$ cat src/rtl/counters_sample_fifo.sv
// counters_sample_fifo
//   Samples the counter sum bus once every PERIOD enabled clocks, computes the
//   modular delta from the previous sample and buffers {sample, delta, first}
//   entries in a small FIFO drained through a valid/ready port. A push into a
//   full FIFO (with no simultaneous pop) is discarded and counted in drop_cnt.
//
// Ports
//   clk        clock, rising edge
//   rst        asynchronous reset, active high
//   en         sampling enable; phase counter and sampler advance only while high
//   in_val     sum bus from the counters stage
//   out_valid  FIFO non-empty, head entry presented on out_*
//   out_ready  consumer accepts the head entry this cycle
//   out_data   head entry: sampled value
//   out_delta  head entry: sample minus previous sample, mod 2^WIDTH
//   out_first  head entry: first sample since reset
//   fill       current FIFO occupancy
//   drop_cnt   discarded samples, saturating at 255
//
// Sampler states
//   state | meaning
//   PRIME | no sample taken since reset; next capture has first=1, delta=0
//   RUN   | prev holds the last captured value; deltas are computed from it
module counters_sample_fifo #(
    parameter int WIDTH  = 16,
    parameter int PERIOD = 4,
    parameter int DEPTH  = 4
) (
    input  logic                     clk,
    input  logic                     rst,
    input  logic                     en,
    input  logic [WIDTH-1:0]         in_val,
    output logic                     out_valid,
    input  logic                     out_ready,
    output logic [WIDTH-1:0]         out_data,
    output logic [WIDTH-1:0]         out_delta,
    output logic                     out_first,
    output logic [$clog2(DEPTH):0]   fill,
    output logic [7:0]               drop_cnt
);

    localparam int PW = $clog2(PERIOD);
    localparam int AW = $clog2(DEPTH);
    localparam int EW = 2 * WIDTH + 1;

    typedef enum logic {PRIME, RUN} state_t;

    state_t           state_q, state_d;
    logic [PW-1:0]    phase;
    logic [WIDTH-1:0] prev;
    logic [AW-1:0]    wr_ptr, rd_ptr;
    logic [AW:0]      count;
    logic [7:0]       drops;
    logic [EW-1:0]    mem [DEPTH];

    logic             capture, pop, full, push_ok, drop;
    logic [EW-1:0]    entry;

    assign capture = en && (phase == PW'(PERIOD - 1));
    assign pop     = out_valid && out_ready;
    assign full    = (count == (AW+1)'(DEPTH));
    // When full, a same-edge pop frees the slot the push writes into
    // (wr_ptr == rd_ptr), and the pop reads the old contents before the write.
    assign push_ok = capture && (!full || pop);
    assign drop    = capture && full && !pop;

    always_comb begin
        state_d = state_q;
        entry   = {in_val, {WIDTH{1'b0}}, 1'b1};
        if (state_q == RUN) begin
            entry = {in_val, in_val - prev, 1'b0};
        end
        if (capture) begin
            state_d = RUN;
        end
    end

    always_ff @(posedge clk or posedge rst) begin
        if (rst) begin
            state_q <= PRIME;
        end else begin
            state_q <= state_d;
        end
    end

    always_ff @(posedge clk or posedge rst) begin
        if (rst) begin
            phase <= '0;
            prev  <= '0;
        end else begin
            if (en) begin
                if (phase == PW'(PERIOD - 1)) begin
                    phase <= '0;
                end else begin
                    phase <= phase + PW'(1);
                end
            end
            // prev follows every capture, even when the push is dropped.
            if (capture) begin
                prev <= in_val;
            end
        end
    end

    always_ff @(posedge clk or posedge rst) begin
        if (rst) begin
            wr_ptr <= '0;
            rd_ptr <= '0;
            count  <= '0;
            drops  <= '0;
            for (int i = 0; i < DEPTH; i++) begin
                mem[i] <= '0;
            end
        end else begin
            if (push_ok) begin
                mem[wr_ptr] <= entry;
                wr_ptr      <= wr_ptr + AW'(1);
            end
            if (pop) begin
                rd_ptr <= rd_ptr + AW'(1);
            end
            case ({push_ok, pop})
                2'b10:   count <= count + (AW+1)'(1);
                2'b01:   count <= count - (AW+1)'(1);
                default: count <= count;
            endcase
            if (drop && (drops != 8'hFF)) begin
                drops <= drops + 8'd1;
            end
        end
    end

    assign out_valid = (count != '0);
    assign {out_data, out_delta, out_first} = mem[rd_ptr];
    assign fill      = count;
    assign drop_cnt  = drops;

endmodule

$ cat config.mk
export PLATFORM = sky130hd
export DESIGN_NAME = counters_sample_fifo
export DESIGN_NICKNAME = d
export VERILOG_FILES = /design/src/rtl/counters_sample_fifo.sv
export SDC_FILE = /design/constraint.sdc
export NUM_CORES = 1
export LEC_CHECK = 0
export CAP_MARGIN = 40
export CORE_MARGIN = 2
export CORE_UTILIZATION = 35
export DETAILED_ROUTE_END_ITERATION = 7
export GPL_TIMING_DRIVEN = 0
export MAX_ROUTING_LAYER = met4
export PLACE_DENSITY = 0.53
export SLEW_MARGIN = 5
export SYNTH_ARGS = -nofsm -noshare
export SYNTH_HDL_FRONTEND = slang
export SYNTH_SLANG_ARGS = --single-unit
$ cat constraint.sdc
create_clock -name clk -period 4.89 [get_ports clk]
set_input_delay 0.489 -clock clk [delete_from_list [all_inputs] [get_ports clk]]
set_output_delay 0.489 -clock clk [all_outputs]
set_load 0.01 [all_outputs]
==> metrics.yaml <==
drive_above_1_share_pct: 25.1
worst-setup-path-type: "reg2out"
clkSinkCount: 166
vias: 5604
drc: 0
post-cts-setup-buffers: 0
wl_um: 19700
tritoncts: "yes"
synthFlopType: "dfrtp_1"
post_cts_resized: 0
htreeDepth: 4
yosysWarningCount: 0
placed_area_um2: 9360
syn2layout_area_growth_pct: 20.8
synth_nets: 711
post-route-period-util_pct: 70.0
rsz0062_at_grt: "false"
cts.reportedPaths.clkPinSlew_ns: 0.06
core_um2: 23300
outcome: "complete, no violations"
power_density_nw_per_um2: 684
fp-row-count: 56
numCtsBuffers: 17
hold_viol: 0
finalClockSkew_ns: 0.00811
drt_first_pass_iters: 5
fin_nets: 798
path_max_fanout: 10
io_buffers: 64
critPathLaunchType: "flip-flop"
max_freq_ghz: 0.292
die_y_um: 157
ys_seq_elements: 166
synth-async-reset-ratio_pct: 100
grt_first_pass_wirelength_um: 31900
worstPathRequired_ns: 4.40
antennaDiodeCount: 0
worstMarginPinSlew_ns: 0.912
leakagePower_nw: 4.35
insertion_delay_ns: 0.43
drtIter0Drc: 320
dieArea_um2: 24800
synth_edf_count: 0
track_usage_pct: 17.4
avgSynthCellArea_um2: 12.3
gp_routability_congestion: 0.785
end_kind: "output port"
min_path_type: "reg2reg"
syn-instance-count: 667
worstPathArrival_ns: 2.93
cts-root-buf: "clkbuf_16"
fin_tns_setup_ns: 0
fin_area_um2: 9940
ant_nets: 0
yosysUniqueCellTypes: 49
syn-cell-area_um2: 8230
overflow: 0
maxCapViolations: 0
setup_viol: 0
slew_viol_final: 0
boundaryPins: 65
hpwl_um: 14100
holdBufCountCts: 0
seq_area_frac_synth_pct: 50.5
clockBufferDepth: 2
hp-start: "mem[17]"
relSlewSlack_pct: 39.2
grt_pass1_vias: 5832
fillCellCount: 2226
avgViaCountPerCell: 5.17
start_util_pct: 35.4
drt-wirelength-per-cell_um: 18.1
layout_min_cycle_time_ns: 3.42
antenna_found_initial: 0
crit_start: "rd_ptr[0]"
grt_max_degree: 39
ir_drop_uv: 261
timing.rr.start: "prev[0]"
die_width_um: 157
## per-stage QoR
step	util (%)	std cells	worst slack, ns	power, W	hold WS, ns
final	42.7	1084	1.47	0.00679	0.475
after global routing	42.7	1084	1.28	0.00727	0.494
after CTS	42.7	1084	1.40	0.00688	0.480
after detailed placement	40.2	1054	1.52	0.00552	0.466
after global placement	39.9	1050	1.00	0.00538	0.456
after floorplan	-	667	2.29	0.00433	0.444
## cell usage after synthesis, drive strengths merged (5+ instances only)
library cell | n | area share (%)
o21ai | 58 | 3.7
a211oi | 8 | 0.73
nand4 | 5 | 0.38
dfrtp | 166 | 50
mux2i | 6 | 0.73
xnor2 | 10 | 1.1
nand2 | 69 | 3.1
or4 | 5 | 0.46
inv | 24 | 1.1
a21o | 6 | 0.55
a21oi | 9 | 0.59
clkbuf | 13 | 0.59
nand3 | 15 | 0.91
nor3 | 7 | 0.43
nor4 | 9 | 0.68
ha | 22 | 3.3
mux4 | 33 | 9.0
nand2b | 6 | 0.46
mux2 | 94 | 13
nor2 | 19 | 0.87
o21a | 10 | 0.91
xor2 | 6 | 0.64
buf | 24 | 1.8
## power by group
part | switching (W) | total [W] | leakage (nW) | internal (W)
clock network | 0.000528 | 0.00134 | 0.279 | 0.000809
logic | 0.00149 | 0.00316 | 1.99 | 0.00167
registers | 0.000311 | 0.00230 | 2.08 | 0.00199
## placed cells by master, fill, tap and decap left out, types with 5 or more instances in the layout
| master | netlist | final |
|---|---|---|
| nor4_1 | 9 | 9 |
| a21o_1 | 6 | 6 |
| buf_2 | 18 | 18 |
| nor2_1 | 19 | 19 |
| nand2b_1 | 6 | 6 |
| xnor2_1 | 10 | 10 |
| dfrtp_1 | 166 | 166 |
| xor2_1 | 6 | 6 |
| o21ai_0 | 52 | 52 |
| nand4_1 | 5 | 5 |
| nand3_1 | 15 | 15 |
| inv_1 | 24 | 23 |
| ha_1 | 22 | 22 |
| mux2i_1 | 6 | 6 |
| nor3_1 | 7 | 7 |
| clkbuf_1 | 13 | 16 |
| or4_1 | 5 | 5 |
| a21oi_1 | 8 | 8 |
| mux2_2 | 94 | 94 |
| nand2_1 | 69 | 69 |
| o21a_1 | 10 | 10 |
| a211oi_1 | 8 | 8 |
| clkbuf_16 | 0 | 17 |
| mux4_2 | 33 | 33 |
| clkdlybuf4s50_1 | 0 | 64 |
## cell families (layout without fill, tap and decap cells)
group,count (synthesis),in the layout,synth area share [%]
flip-flops,166,166,50.5
multiplexers,133,133,22.6
AND/OR/NAND/NOR,151,151,8.88
XOR/XNOR,16,16,1.70
buffers and inverters,62,160,3.51
adder cells (fa/ha/maj),24,24,3.83
AO/OA/AOI/OAI,115,115,8.96
## path summary, 6_finish.rpt
check | end | slack [ns] | cells after the start
max | out_delta[15] | 1.47 | 4
max reg2reg | mem[11] | 2.15 | 8
min | mem[17] | 0.48 | 2
min reg2reg | mem[17] | 0.48 | 2
min in group asynchronous | mem[45] | 0.58 | 2
max in group asynchronous | mem[22] | 3.39 | 4
## per-layer routing
layer,vias to the layer above,part of all wire (%),GRT usage (%)
met5,-,0,-
met4,0,1.5,5.89
met3,19,2.9,2.78
met2,95,49,28.0
met1,2887,46,22.7
li1,2603,-,-
## layout make-up
cell class / instances / area [µm²] / area share (%)
plain buffers: 37 / 195 / 1.96
flip-flops and latches: 166 / 4150 / 41.8
well taps: 319 / 399 / 4.02
clock buffers: 21 / 450 / 4.53
inverters: 25 / 97.6 / 0.982
clock inverters: 9 / 129 / 1.30
multi-input cells: 439 / 3780 / 38.1
repair buffers: 68 / 728 / 7.33
## critical path: stages (launching register included)
cell	delay [ns]
dfrtp_1	0.32
clkbuf_1	0.53
buf_2	0.53
mux4_2	0.62
clkdlybuf4s50_1	0.50
## registers in the layout, summed over array words and instances, names as in the netlist
signal	flops
drop_cnt	8
state_q	1
mem	132
wr_ptr	2
phase	2
rd_ptr	2
fill	3
prev	16
Power figures use the tool's default switching activity.
